### src/rtl/pfgen_stride_if.sv
// Load-observation and prefetch-op port bundle between the core, the
// stride prefetch generator and the prefetch engine.
interface pfgen_stride_if #(
  parameter int LADDR_W  = 39,
  parameter int SPTBR_W  = 38,
  parameter int DELTA_W  = 8,
  parameter int WEIGHT_W = 4
);
  logic                coretopfg_ld_valid;
  logic [LADDR_W-1:0]  coretopfg_ld_laddr;
  logic [SPTBR_W-1:0]  coretopfg_ld_sptbr;
  logic                pfgtopfe_op_valid;
  logic                pfgtopfe_op_retry;
  logic [DELTA_W-1:0]  pfgtopfe_op_d;
  logic [WEIGHT_W-1:0] pfgtopfe_op_w;
  logic [LADDR_W-1:0]  pfgtopfe_op_laddr;
  logic [SPTBR_W-1:0]  pfgtopfe_op_sptbr;
  logic [15:0]         pfg_drop_cnt;

  modport master (
    input  coretopfg_ld_valid, coretopfg_ld_laddr, coretopfg_ld_sptbr, pfgtopfe_op_retry,
    output pfgtopfe_op_valid, pfgtopfe_op_d, pfgtopfe_op_w, pfgtopfe_op_laddr,
           pfgtopfe_op_sptbr, pfg_drop_cnt
  );

  modport slave (
    output coretopfg_ld_valid, coretopfg_ld_laddr, coretopfg_ld_sptbr, pfgtopfe_op_retry,
    input  pfgtopfe_op_valid, pfgtopfe_op_d, pfgtopfe_op_w, pfgtopfe_op_laddr,
           pfgtopfe_op_sptbr, pfg_drop_cnt
  );
endinterface

### src/rtl/pfgen_stride.sv
// Stride prefetch generator: trains a small page-keyed stride table from
// committed loads and offers one prefetch op per confidently strided load.
module pfgen_stride #(
  parameter int LADDR_W   = 39,
  parameter int SPTBR_W   = 38,
  parameter int DELTA_W   = 8,
  parameter int WEIGHT_W  = 4,
  parameter int ENTRIES   = 4,
  parameter int LINE_BITS = 6,
  parameter int THRESH    = 2
) (
  input logic           clk,
  input logic           reset,
  pfgen_stride_if.master bus
);
  localparam int PAGE_W = LADDR_W - 12;
  localparam int LL_W   = 12 - LINE_BITS;
  localparam int IDX_W  = $clog2(ENTRIES);
  localparam int D_MIN  = -(2 ** (DELTA_W - 1));
  localparam int D_MAX  = (2 ** (DELTA_W - 1)) - 1;
  localparam logic [WEIGHT_W-1:0] CONF_MAX  = '1;
  localparam logic [LADDR_W-1:0]  LINE_MASK = ~LADDR_W'((64'd1 << LINE_BITS) - 64'd1);

  logic [ENTRIES-1:0]        tab_valid;
  logic [PAGE_W-1:0]         tab_page  [ENTRIES];
  logic [LL_W-1:0]           tab_last  [ENTRIES];
  logic signed [DELTA_W-1:0] tab_delta [ENTRIES];
  logic [WEIGHT_W-1:0]       tab_conf  [ENTRIES];
  logic [SPTBR_W-1:0]        cur_sptbr;
  logic [IDX_W-1:0]          rr_ptr;

  logic                op_valid;
  logic [DELTA_W-1:0]  op_d;
  logic [WEIGHT_W-1:0] op_w;
  logic [LADDR_W-1:0]  op_laddr;
  logic [SPTBR_W-1:0]  op_sptbr;
  logic [15:0]         drop_cnt;

  logic [PAGE_W-1:0]         ld_page;
  logic [LL_W-1:0]           ld_line;
  logic                      hit, free, same_sp, nd_zero, nd_fits, nd_match;
  logic                      alloc, train, cand;
  logic [IDX_W-1:0]          hit_idx, free_idx, alloc_idx;
  logic signed [LL_W:0]      nd;
  int                        nd_int;
  logic signed [DELTA_W-1:0] nd_d;
  logic [WEIGHT_W-1:0]       conf_nx;

  assign ld_page = bus.coretopfg_ld_laddr[LADDR_W-1:12];
  assign ld_line = bus.coretopfg_ld_laddr[11:LINE_BITS];

  // Lowest-index free entry wins, so the descending loop overwrites upward.
  always_comb begin
    hit      = 1'b0;
    hit_idx  = '0;
    free     = 1'b0;
    free_idx = '0;
    for (int i = 0; i < ENTRIES; i++) begin
      if (tab_valid[i] && tab_page[i] == ld_page) begin
        hit     = 1'b1;
        hit_idx = IDX_W'(i);
      end
    end
    for (int i = ENTRIES - 1; i >= 0; i--) begin
      if (!tab_valid[i]) begin
        free     = 1'b1;
        free_idx = IDX_W'(i);
      end
    end
  end

  assign nd       = $signed({1'b0, ld_line}) - $signed({1'b0, tab_last[hit_idx]});
  assign nd_int   = int'(nd);
  assign nd_fits  = (nd_int >= D_MIN) && (nd_int <= D_MAX);
  assign nd_d     = DELTA_W'(nd_int);
  assign nd_zero  = (nd == '0);
  assign nd_match = nd_fits && (nd_d == tab_delta[hit_idx]);
  assign conf_nx  = (tab_conf[hit_idx] == CONF_MAX) ? CONF_MAX : tab_conf[hit_idx] + 1'b1;

  assign same_sp   = (bus.coretopfg_ld_sptbr == cur_sptbr);
  assign alloc     = bus.coretopfg_ld_valid && (!same_sp || !hit);
  assign train     = bus.coretopfg_ld_valid && same_sp && hit && !nd_zero;
  assign alloc_idx = !same_sp ? '0 : (free ? free_idx : rr_ptr);
  assign cand      = train && nd_match && (conf_nx >= WEIGHT_W'(THRESH));

  // NOTE: sequential state uses non-blocking assignments so every block sees
  // pre-edge values; the later tab_valid write below overrides the flush.
  always_ff @(posedge clk or posedge reset) begin
    if (reset) begin
      tab_valid <= '0;
      cur_sptbr <= '0;
      rr_ptr    <= '0;
    end else if (bus.coretopfg_ld_valid) begin
      if (!same_sp) begin
        tab_valid            <= '0;
        tab_valid[alloc_idx] <= 1'b1;
        cur_sptbr            <= bus.coretopfg_ld_sptbr;
      end else if (!hit) begin
        tab_valid[alloc_idx] <= 1'b1;
        if (!free) rr_ptr <= rr_ptr + 1'b1;
      end
    end
  end

  // NOTE: payload fields carry no reset; they are only read behind a valid bit.
  always_ff @(posedge clk) begin
    if (alloc) begin
      tab_page[alloc_idx]  <= ld_page;
      tab_last[alloc_idx]  <= ld_line;
      tab_delta[alloc_idx] <= '0;
      tab_conf[alloc_idx]  <= '0;
    end else if (train) begin
      tab_last[hit_idx] <= ld_line;
      if (nd_match) begin
        tab_conf[hit_idx] <= conf_nx;
      end else begin
        tab_delta[hit_idx] <= nd_fits ? nd_d : '0;
        tab_conf[hit_idx]  <= '0;
      end
    end
  end

  // Single-entry output register; a blocked candidate is counted, not queued.
  always_ff @(posedge clk or posedge reset) begin
    if (reset) begin
      op_valid <= 1'b0;
      op_d     <= '0;
      op_w     <= '0;
      op_laddr <= '0;
      op_sptbr <= '0;
      drop_cnt <= '0;
    end else if (cand) begin
      if (!op_valid || !bus.pfgtopfe_op_retry) begin
        op_valid <= 1'b1;
        op_d     <= nd_d;
        op_w     <= conf_nx;
        op_laddr <= bus.coretopfg_ld_laddr & LINE_MASK;
        op_sptbr <= bus.coretopfg_ld_sptbr;
      end else if (drop_cnt != 16'hFFFF) begin
        drop_cnt <= drop_cnt + 16'd1;
      end
    end else if (op_valid && !bus.pfgtopfe_op_retry) begin
      op_valid <= 1'b0;
    end
  end

  assign bus.pfgtopfe_op_valid = op_valid;
  assign bus.pfgtopfe_op_d     = op_d;
  assign bus.pfgtopfe_op_w     = op_w;
  assign bus.pfgtopfe_op_laddr = op_laddr;
  assign bus.pfgtopfe_op_sptbr = op_sptbr;
  assign bus.pfg_drop_cnt      = drop_cnt;
endmodule

### src/flat_wrapper.sv
// flat-port wrapper written by rule: the top's interface ports become plain ports
module pfgen_stride_flat 
#(
  parameter int LADDR_W   = 39,
  parameter int SPTBR_W   = 38,
  parameter int DELTA_W   = 8,
  parameter int WEIGHT_W  = 4,
  parameter int ENTRIES   = 4,
  parameter int LINE_BITS = 6,
  parameter int THRESH    = 2
)
  (clk, reset, bus_coretopfg_ld_valid, bus_coretopfg_ld_laddr, bus_coretopfg_ld_sptbr, bus_pfgtopfe_op_retry, bus_pfgtopfe_op_valid, bus_pfgtopfe_op_d, bus_pfgtopfe_op_w, bus_pfgtopfe_op_laddr, bus_pfgtopfe_op_sptbr, bus_pfg_drop_cnt);
  pfgen_stride_if #(.LADDR_W(LADDR_W), .SPTBR_W(SPTBR_W), .DELTA_W(DELTA_W), .WEIGHT_W(WEIGHT_W)) bus_i ();
  input logic clk;
  input logic reset;
  input wire logic [$bits(bus_i.coretopfg_ld_valid)-1:0] bus_coretopfg_ld_valid;
  input wire logic [$bits(bus_i.coretopfg_ld_laddr)-1:0] bus_coretopfg_ld_laddr;
  input wire logic [$bits(bus_i.coretopfg_ld_sptbr)-1:0] bus_coretopfg_ld_sptbr;
  input wire logic [$bits(bus_i.pfgtopfe_op_retry)-1:0] bus_pfgtopfe_op_retry;
  output wire logic [$bits(bus_i.pfgtopfe_op_valid)-1:0] bus_pfgtopfe_op_valid;
  output wire logic [$bits(bus_i.pfgtopfe_op_d)-1:0] bus_pfgtopfe_op_d;
  output wire logic [$bits(bus_i.pfgtopfe_op_w)-1:0] bus_pfgtopfe_op_w;
  output wire logic [$bits(bus_i.pfgtopfe_op_laddr)-1:0] bus_pfgtopfe_op_laddr;
  output wire logic [$bits(bus_i.pfgtopfe_op_sptbr)-1:0] bus_pfgtopfe_op_sptbr;
  output wire logic [$bits(bus_i.pfg_drop_cnt)-1:0] bus_pfg_drop_cnt;
  assign bus_i.coretopfg_ld_valid = bus_coretopfg_ld_valid;
  assign bus_i.coretopfg_ld_laddr = bus_coretopfg_ld_laddr;
  assign bus_i.coretopfg_ld_sptbr = bus_coretopfg_ld_sptbr;
  assign bus_i.pfgtopfe_op_retry = bus_pfgtopfe_op_retry;
  assign bus_pfgtopfe_op_valid = bus_i.pfgtopfe_op_valid;
  assign bus_pfgtopfe_op_d = bus_i.pfgtopfe_op_d;
  assign bus_pfgtopfe_op_w = bus_i.pfgtopfe_op_w;
  assign bus_pfgtopfe_op_laddr = bus_i.pfgtopfe_op_laddr;
  assign bus_pfgtopfe_op_sptbr = bus_i.pfgtopfe_op_sptbr;
  assign bus_pfg_drop_cnt = bus_i.pfg_drop_cnt;
  pfgen_stride #(.LADDR_W(LADDR_W), .SPTBR_W(SPTBR_W), .DELTA_W(DELTA_W), .WEIGHT_W(WEIGHT_W), .ENTRIES(ENTRIES), .LINE_BITS(LINE_BITS), .THRESH(THRESH)) u_core (.clk(clk), .reset(reset), .bus(bus_i));
endmodule
### config.mk
export PLATFORM = sky130hd
export DESIGN_NAME = pfgen_stride_flat
export DESIGN_NICKNAME = d
export VERILOG_FILES = /design/src/rtl/pfgen_stride_if.sv /design/src/rtl/pfgen_stride.sv /design/src/flat_wrapper.sv
export SDC_FILE = /design/constraint.sdc
export NUM_CORES = 1
export LEC_CHECK = 0
export BUFFER_PORTS_ARGS = -buffer_cell sky130_fd_sc_hd__buf_2
export CORE_ASPECT_RATIO = 1.4
export CORE_UTILIZATION = 58
export CTS_CLUSTER_SIZE = 14
export DETAILED_ROUTE_END_ITERATION = 6
export PLACE_DENSITY = 0.8
export SYNTH_ARGS = -nofsm -noshare
export SYNTH_HDL_FRONTEND = slang
export SYNTH_SLANG_ARGS = --single-unit
### constraint.sdc
create_clock -name clk -period 6.4 [get_ports clk]
set_clock_uncertainty 0.15 [all_clocks]
set_input_delay 0.32 -clock clk [delete_from_list [all_inputs] [get_ports clk]]
set_output_delay 0.32 -clock clk [all_outputs]
set_load 0.02 [all_outputs]
==> impl_metrics.env, run 1 <==
export IMPL_worst_path_buf_inv=3
export IMPL_dpl_cell_count=1500
export IMPL_cts_tree="done"
export IMPL_count_of_buffers_from_port_buffering=174
export IMPL_fp_dieArea_sq_um=26180
export IMPL_cp_num_cells=20
export IMPL_drt_wl_total_mm=35.08
export IMPL_synth_ff_latch_count=319
export IMPL_criticalPathCategory="input pin to flop"
export IMPL_fin_crit_sh=0.9415
export IMPL_clock_tree_buffer_depth=3
export IMPL_drv_cap=0
export IMPL_synth_yosys_warnings=0
export IMPL_cp_slowest_cell="sky130_fd_sc_hd__or2_0"
export IMPL_finalWorstSetupSlack_ns=0.3745
export IMPL_path_max_fanout=37
export IMPL_drt_wirelength_per_cell_um=21.56
export IMPL_worst_r2r_endpoint="u_core.bus.pfgtopfe_op_sptbr[36]$_DFFE_PP0P_"
export IMPL_row_count=68
export IMPL_total_via_count_after_detailed_routing=9580
export IMPL_ant_nets=0
export IMPL_antenna_cells=0
export IMPL_instances_no_fill=1627
export IMPL_p_leak_nw=7.300
export IMPL_die_height_um=191.1
export IMPL_syn2layout_area_growth_pct=18.99
export IMPL_postSynthCellCount=1043
export IMPL_timing_reg2reg_setup_slack_ns=0.55
export IMPL_timing_critical_path_from="bus_coretopfg_ld_laddr[25]"
export IMPL_route_detailed_vias_per_inst=5.888
export IMPL_worst_setup_path_start_kind="input pin"
export IMPL_critPathTopFamily="simple AND/OR/NAND/NOR gates"
export IMPL_number_of_flops_mapped_to_enable_cells_by_yosys=176
export IMPL_hold_viol=0
export IMPL_die_w_um=137.0
export IMPL_hold_path_class="input pin to flop"
export IMPL_cts_inserted_buffers=31
export IMPL_rsz_0062_raised_after_global_routing="false"
export IMPL_clk_latency_worst_skew_pair_ns=0.56
export IMPL_coreArea_sq_um=24840
export IMPL_arrival_ns=6.32
export IMPL_initial_detailed_routing_violation_count=572
export IMPL_final_count_of_pins_violating_max_slew=0
export IMPL_worst_pin_slew_ns=1.046
export IMPL_clkTransAtPathRegs_ns=0.07
export IMPL_synthArstFlopShare=0.4483
export IMPL_synth_flop_cell="sky130_fd_sc_hd__edfxtp_1"
export IMPL_final_common_cell="sky130_fd_sc_hd__edfxtp_1"
export IMPL_grt_first_pass_wirelength_mm=54.02
export IMPL_cts_root_buf="sky130_fd_sc_hd__clkbuf_16"
export IMPL_finalSetupTns_ns=0
export IMPL_totalPowerFinal_mw=4.509
export IMPL_gr_total_overflow=0
export IMPL_ff_latch_area_sq_um=8864
export IMPL_place_worst_setup_slack_ns=0.5055
export IMPL_peakVddDrop_mv=0.2281
export IMPL_outcome="finished clean"
export IMPL_final_nets=1378
export IMPL_endpoint="u_core.bus.pfgtopfe_op_sptbr[36]$_DFFE_PP0P_"
export IMPL_antenna_violations_before_repair=0
export IMPL_remaining_drc_errors=0
export IMPL_crit_reg2reg_launch="u_core.tab_page[3][13]$_DFFE_PP_"
export IMPL_cp_slowest_stage_delay_ns=0.66
export IMPL_num_fill_cells=1628
export IMPL_slew_headroom=0.3016
export IMPL_synth_area_per_cell_sq_um=14.20
export IMPL_drive_gt1_frac=0.2919
export IMPL_footprint_of_the_multi_input_gates_sq_um=5465
export IMPL_seq_area_frac_synth=0.5986
export IMPL_design_portCount=187
export IMPL_start_util=0.5960
export IMPL_grt_total_usage=0.2744
export IMPL_first_global_vias=9866
export IMPL_worst_ep_required_time_ns=6.69
export IMPL_period_minus_slack_ns=6.025
export IMPL_number_of_setup_violations_in_the_final_report=0
export IMPL_cellPowerDensity_nw_per_um2=255.9
export IMPL_r2r_cells=18
export IMPL_drt_pass1_iterations=5
export IMPL_max_clock_freq_mhz=166.0
export IMPL_crit_chain="dlygate4sd3_1 -> buf_2 -> xor2_1 -> nor4b_1 -> nand4b_1 -> or2_0 -> nand2_1 -> a22oi_1 -> ha_1 -> a21o_1 -> a21oi_1 -> o21bai_1 -> a21oi_1 -> or4_1 -> and3_1 -> and3_1 -> nand4_4 -> nor3b_4 -> buf_12 -> mux2_2"
export IMPL_worst_setup_path_end_kind="flop"
export IMPL_clock_tree_htree_level_count=1
export IMPL_routability_congestion_estimate=0.9011
export IMPL_layout_cells_most_common_list="176 x sky130_fd_sc_hd__edfxtp_1, 174 x sky130_fd_sc_hd__buf_2, 143 x sky130_fd_sc_hd__dfrtp_1, 94 x sky130_fd_sc_hd__xnor2_1, 84 x sky130_fd_sc_hd__xor2_1"
export IMPL_netlist_area_before_placement_sq_um=14810
export IMPL_grt_start_max_net_pins=73
export IMPL_cts_sinks=319
export IMPL_dpl_hpwl_mm=22.65
export IMPL_ys_types=71
state kept, by name, summed over array words and instances (netlist names):
name	flops
u_core.tab_page	108
u_core.bus.pfgtopfe_op_sptbr	38
u_core.cur_sptbr	38
u_core.bus.pfgtopfe_op_laddr	33
u_core.tab_delta	28
u_core.tab_last	24
u_core.bus.pfg_drop_cnt	16
u_core.tab_conf	16
u_core.bus.pfgtopfe_op_d	7
u_core.bus.pfgtopfe_op_w	4
u_core.tab_valid	4
u_core.rr_ptr	2
u_core.bus.pfgtopfe_op_valid	1
Yosys cell counts, types with 4 or more instances:
cell type	instances	area share
sky130_fd_sc_hd__buf_12	8	0.011
sky130_fd_sc_hd__mux2_4	77	0.078
sky130_fd_sc_hd__nor4b_1	6	0.0035
sky130_fd_sc_hd__o21ai_0	13	0.0044
sky130_fd_sc_hd__and3_1	11	0.0046
sky130_fd_sc_hd__buf_1	5	0.0013
sky130_fd_sc_hd__nor2b_1	6	0.0025
sky130_fd_sc_hd__inv_1	17	0.0043
sky130_fd_sc_hd__mux2_2	45	0.034
sky130_fd_sc_hd__o22ai_1	6	0.0025
sky130_fd_sc_hd__xor2_1	84	0.050
sky130_fd_sc_hd__a211oi_1	5	0.0025
sky130_fd_sc_hd__edfxtp_1	176	0.36
sky130_fd_sc_hd__or4_1	4	0.0020
sky130_fd_sc_hd__buf_4	10	0.0051
sky130_fd_sc_hd__nor2_1	29	0.0074
sky130_fd_sc_hd__nor4_1	34	0.014
sky130_fd_sc_hd__mux2i_1	6	0.0041
sky130_fd_sc_hd__nand4b_1	6	0.0035
sky130_fd_sc_hd__a31oi_1	5	0.0021
sky130_fd_sc_hd__buf_2	8	0.0027
sky130_fd_sc_hd__and2_1	11	0.0046
sky130_fd_sc_hd__nand4_1	39	0.016
sky130_fd_sc_hd__xnor2_1	94	0.056
sky130_fd_sc_hd__buf_6	5	0.0038
sky130_fd_sc_hd__ha_1	8	0.0068
sky130_fd_sc_hd__a22oi_1	4	0.0020
sky130_fd_sc_hd__dfrtp_1	143	0.24
sky130_fd_sc_hd__a21oi_1	10	0.0034
sky130_fd_sc_hd__a21o_1	5	0.0025
sky130_fd_sc_hd__nor3_1	10	0.0034
sky130_fd_sc_hd__nand3_1	22	0.0074
sky130_fd_sc_hd__o21a_1	5	0.0025
sky130_fd_sc_hd__and4_1	5	0.0030
sky130_fd_sc_hd__clkbuf_1	26	0.0066
sky130_fd_sc_hd__nand2_1	46	0.012
routing by layer:
metal / vias up / GRT usage / share of wire
met4: 0 / 0.1336 / 0.048
met3: 123 / 0.03580 / 0.049
met1: 4789 / 0.3204 / 0.37
li1: 4294 / - / -
met5: - / 0 / 0
met2: 374 / 0.4915 / 0.54
cells by family after synthesis:
logic type | share of synthesized area
other cells | 0.0002532
simple gates | 0.09658
flops | 0.5986
mux | 0.1171
buf+inv | 0.03456
fa+ha+maj | 0.008112
xor+xnor | 0.1053
compound gates | 0.03954
repair_timing:
item                                    4_1_cts  5_1_grt
resized for setup                             0        0
hold buffers                                 70        0
endpoints found under the setup margin        0        0
hold endpoints to repair                    263        0
setup buffers                                 0        0
per-stage QoR:
stage                     hold slack, ns  cell area (sq um)  utilization
after floorplan                   0.2689              14830            -
after global placement            0.3116              15890       0.6395
after detailed placement          0.3114              15890       0.6395
after CTS                      0.0005020              17620       0.7093
after global routing            0.001619              17620       0.7093
final                            0.01584              17620       0.7093
where the power goes:
| part | internal [mW] | switching [mW] | leakage (nW) |
|---|---|---|---|
| Clock | 1.10 | 0.772 | 0.502 |
| Combinational | 0.167 | 0.231 | 3.36 |
| Sequential | 2.21 | 0.0253 | 3.44 |
| Total | 3.48 | 1.03 | 7.30 |
how the worst min path moves through the flow:
stage / startpoint / end / depth (start not counted)
6_report: bus_coretopfg_ld_laddr[27] / u_core.tab_page[1][15]$_DFFE_PP_ / 1
5_1_grt: bus_coretopfg_ld_laddr[27] / u_core.tab_page[3][15]$_DFFE_PP_ / 1
4_1_cts: bus_coretopfg_ld_laddr[27] / u_core.tab_page[2][15]$_DFFE_PP_ / 1
3_5_place_dp: reset / u_core.bus.pfgtopfe_op_sptbr[2]$_DFFE_PP0P_ / 2
3_3_place_gp: reset / u_core.bus.pfgtopfe_op_sptbr[2]$_DFFE_PP0P_ / 2
2_1_floorplan: bus_coretopfg_ld_laddr[6] / u_core.tab_last[0][0]$_DFFE_PP_ / 0
area by class of cell:
cell class	count	area share
clock buffer	45	0.04928
clock inverter	12	0.009302
inverter	17	0.003905
multi-input combinational	650	0.3102
sequential	319	0.5030
tap	315	0.02237
timing repair buffer	269	0.1020
worst register-to-register path, stage by stage (launching register included):
cell and delay, ns:
sky130_fd_sc_hd__edfxtp_1 0.38, sky130_fd_sc_hd__xor2_1 0.17, sky130_fd_sc_hd__nor4b_1 0.47, sky130_fd_sc_hd__nand4b_1 0.48, sky130_fd_sc_hd__or2_0 0.67, sky130_fd_sc_hd__nand2_1 0.16, sky130_fd_sc_hd__a22oi_1 0.11, sky130_fd_sc_hd__ha_1 0.38
sky130_fd_sc_hd__a21o_1 0.20, sky130_fd_sc_hd__a21oi_1 0.28, sky130_fd_sc_hd__o21bai_1 0.15, sky130_fd_sc_hd__a21oi_1 0.23, sky130_fd_sc_hd__or4_1 0.21, sky130_fd_sc_hd__and3_1 0.21, sky130_fd_sc_hd__and3_1 0.22, sky130_fd_sc_hd__nand4_4 0.15
sky130_fd_sc_hd__nor3b_4 0.42, sky130_fd_sc_hd__buf_12 0.31, sky130_fd_sc_hd__mux2_2 0.40
(Power assumes the default switching activity.)
==> run 2, diff against run 1 <==
- CORE_UTILIZATION: 58 -> 38
- PLACE_DENSITY: 0.8 -> not set
==> run 2 against run 1 <==
Total power grew 3.0%. Critical endpoint is now u_core.bus.pfgtopfe_op_laddr[38]$_DFFE_PP0P_. Die area up 52%. Highest routed layer unchanged. Final cell count is 13% higher. Largest cell class unchanged.
==> impl_metrics.env, run 2 (synthesis gave the netlist of run 1 again) <==
export IMPL_outcome="finished clean"
export IMPL_final_common_cell="sky130_fd_sc_hd__edfxtp_1"
export IMPL_number_of_setup_violations_in_the_final_report=0
export IMPL_r2r_cells=21
export IMPL_grt_start_max_net_pins=87
export IMPL_timing_reg2reg_setup_slack_ns=0.50
export IMPL_max_reg_flops=108
export IMPL_cp_slowest_stage_delay_ns=0.68
export IMPL_slew_headroom=0.2748
export IMPL_cts_root_buf="sky130_fd_sc_hd__clkbuf_16"
export IMPL_worst_setup_path_end_kind="flop"
export IMPL_internal_power_mw=3.582
export IMPL_count_of_buffers_from_port_buffering=174
export IMPL_coreArea_sq_um=38390
export IMPL_clk_latency_worst_skew_pair_ns=0.52
export IMPL_p_comb_frac=0.084
export IMPL_peakVddDrop_mv=0.1681
export IMPL_criticalPathCategory="input pin to flop"
export IMPL_gr_total_overflow=0
export IMPL_instance_count_along_the_most_critical_hold_path=2
export IMPL_gr_max_usage_layer="met2"
export IMPL_fin_worst_hold_slack_ns=0.02022
export IMPL_cts_inserted_buffers=35
export IMPL_die_height_um=235.6
export IMPL_design_portCount=187
export IMPL_route_detailed_vias_per_inst=4.989
export IMPL_p_switching_mw=1.062
export IMPL_clkTransAtPathRegs_ns=0.06
export IMPL_regMostFlops="u_core.tab_page"
export IMPL_hold_viol=0
export IMPL_fp_dieArea_sq_um=39770
export IMPL_syn2layout_area_growth_pct=20.95
export IMPL_dpl_cell_count=1718
export IMPL_period_minus_slack_ns=6.043
export IMPL_final_nets=1378
export IMPL_drv_cap=0
export IMPL_drt_wirelength_per_cell_um=18.87
export IMPL_power_switching_fraction=0.2287
export IMPL_arrival_ns=6.30
export IMPL_cts_tree="done"
export IMPL_hold_path_class="input pin to flop"
export IMPL_path_max_fanout=55
export IMPL_p_leak_nw=7.340
export IMPL_cts_sinks=319
export IMPL_cts_resized=0
export IMPL_worst_r2r_endpoint="u_core.bus.pfgtopfe_op_laddr[38]$_DFFE_PP0P_"
export IMPL_finalWorstSetupSlack_ns=0.3566
export IMPL_die_w_um=168.8
export IMPL_grt_met1_usage=0.2115
export IMPL_initial_detailed_routing_violation_count=483
export IMPL_worst_hold_path_endpoint="u_core.tab_page[3][26]$_DFFE_PP_"
export IMPL_place_worst_setup_slack_ns=0.3891
export IMPL_groute_layer_met3_usage=0.02539
export IMPL_max_clock_freq_mhz=165.5
export IMPL_crit_chain="dlygate4sd3_1 -> buf_2 -> xnor2_1 -> nand4_1 -> or4_1 -> nor2_1 -> nand2_1 -> nand3_1 -> o211ai_1 -> nand2_1 -> ha_1 -> inv_1 -> fa_1 -> a21o_1 -> a21oi_1 -> xnor2_1 -> a2111oi_0 -> a211o_1 -> and3_1 -> nand4_4 -> nor3b_4 -> buf_12 -> mux2_2"
export IMPL_holdCritStartpoint="bus_coretopfg_ld_laddr[38]"
export IMPL_finalSetupTns_ns=0
export IMPL_worst_setup_path_start_kind="input pin"
export IMPL_pwr_share_clk=0.434
export IMPL_instances_no_fill=1835
export IMPL_worst_ep_required_time_ns=6.66
export IMPL_drt_wl_total_mm=34.63
export IMPL_clock_tree_buffer_depth=3
export IMPL_final_count_of_pins_violating_max_slew=0
export IMPL_row_count=85
export IMPL_routability_congestion_estimate=0.8654
export IMPL_clock_tree_htree_level_count=2
export IMPL_layout_cells_most_common_list="176 x sky130_fd_sc_hd__edfxtp_1, 174 x sky130_fd_sc_hd__buf_2, 143 x sky130_fd_sc_hd__dfrtp_1, 94 x sky130_fd_sc_hd__xnor2_1, 84 x sky130_fd_sc_hd__xor2_1"
export IMPL_drive_gt1_frac=0.3062
export IMPL_drt_pass1_iterations=5
export IMPL_dpl_hpwl_mm=24.54
export IMPL_ant_nets=0
export IMPL_cellPowerDensity_nw_per_um2=259.3
export IMPL_antenna_cells=0
export IMPL_antenna_violations_before_repair=0
export IMPL_post_cts_setup_buffer_count=0
export IMPL_grt_total_usage=0.1779
export IMPL_first_global_vias=9294
export IMPL_worst_pin_slew_ns=1.086
export IMPL_crit_reg2reg_launch="u_core.tab_page[1][11]$_DFFE_PP_"
export IMPL_grt_use_met2=0.3152
export IMPL_cp_slowest_cell="sky130_fd_sc_hd__or4_1"
export IMPL_grt_first_pass_wirelength_mm=54.08
export IMPL_rsz_0062_raised_after_global_routing="true"
export IMPL_remaining_drc_errors=0
export IMPL_total_via_count_after_detailed_routing=9155
export IMPL_fin_crit_sh=0.9443
export IMPL_seqPwrFrac=0.482
export IMPL_start_util=0.3857
-- run 2: cell count changes in the layout (fill, tap and decap cells not counted), sizes merged --
cell,change
buf,+11
dlygate4sd3,-15
clkinvlp,+2
bufinv,-1
clkinv,+3
inv,+1
-- run 2: how the worst max path moves through the flow --
stage	from	end	cells past startpoint
3_5_place_dp	bus_coretopfg_ld_laddr[32]	u_core.bus.pfgtopfe_op_laddr[38]$_DFFE_PP0P_	22
2_1_floorplan	bus_coretopfg_ld_laddr[32]	u_core.bus.pfgtopfe_op_d[6]$_DFFE_PP0P_	25
3_3_place_gp	bus_coretopfg_ld_laddr[32]	u_core.bus.pfgtopfe_op_laddr[38]$_DFFE_PP0P_	23
6_report	bus_coretopfg_ld_laddr[32]	u_core.bus.pfgtopfe_op_laddr[38]$_DFFE_PP0P_	23
5_1_grt	bus_coretopfg_ld_laddr[19]	u_core.bus.pfgtopfe_op_laddr[38]$_DFFE_PP0P_	23
4_1_cts	bus_coretopfg_ld_laddr[32]	u_core.bus.pfgtopfe_op_laddr[38]$_DFFE_PP0P_	23
-- run 2: through the flow --
stage | total power, mW | util | area (sq um)
6_report | 4.644 | 0.4665 | 17910
5_1_grt | 4.819 | 0.4665 | 17910
4_1_cts | 4.708 | 0.4665 | 17910
3_5_place_dp | 2.647 | 0.4224 | 16220
3_3_place_gp | 2.640 | 0.4224 | 16220
2_1_floorplan | 2.516 | - | 14830
-- run 2: timing repair --
item	4_1_cts	5_1_grt
hold buffers	55	0
endpoints found under the setup margin	0	1
hold endpoints to repair	213	0
-- run 2: layer usage --
| metal | wire [um] | share of wire | up-vias |
|---|---|---|---|
| li1 | - | - | 4299 |
| met1 | 13730 | 0.40 | 4527 |
| met2 | 18270 | 0.53 | 243 |
| met3 | 1282 | 0.037 | 86 |
| met4 | 1344 | 0.039 | 0 |
| met5 | 0 | 0 | - |
-- run 2: worst max-delay path: cells and delay by family --
kind,cells,cell delay [ns]
buffers and inverters,4,1.17
adder cells (fa/ha/maj),2,0.56
XOR/XNOR,2,0.37
AND/OR/NAND/NOR,9,2.22
AO/OA/AOI/OAI,5,1.17
multiplexers,1,0.39
-- run 2: area by class of cell --
type,count,area (sq um)
sequential,319,8864
clock buffer,45,975.9
inverter,17,68.82
timing repair buffer,265,1717
tap,522,653.1
multi-input combinational,650,5465
fill,3401,20480
clock inverter,17,167.7
-- run 2: power groups by stage --
stage	registers [mW]	clock network (mW)	logic, mW
after floorplan	2.27	0	0.242
after global placement	2.28	0	0.364
after detailed placement	2.28	0	0.368
after CTS	2.24	2.07	0.396
after global routing	2.24	2.15	0.429
final	2.24	2.02	0.390
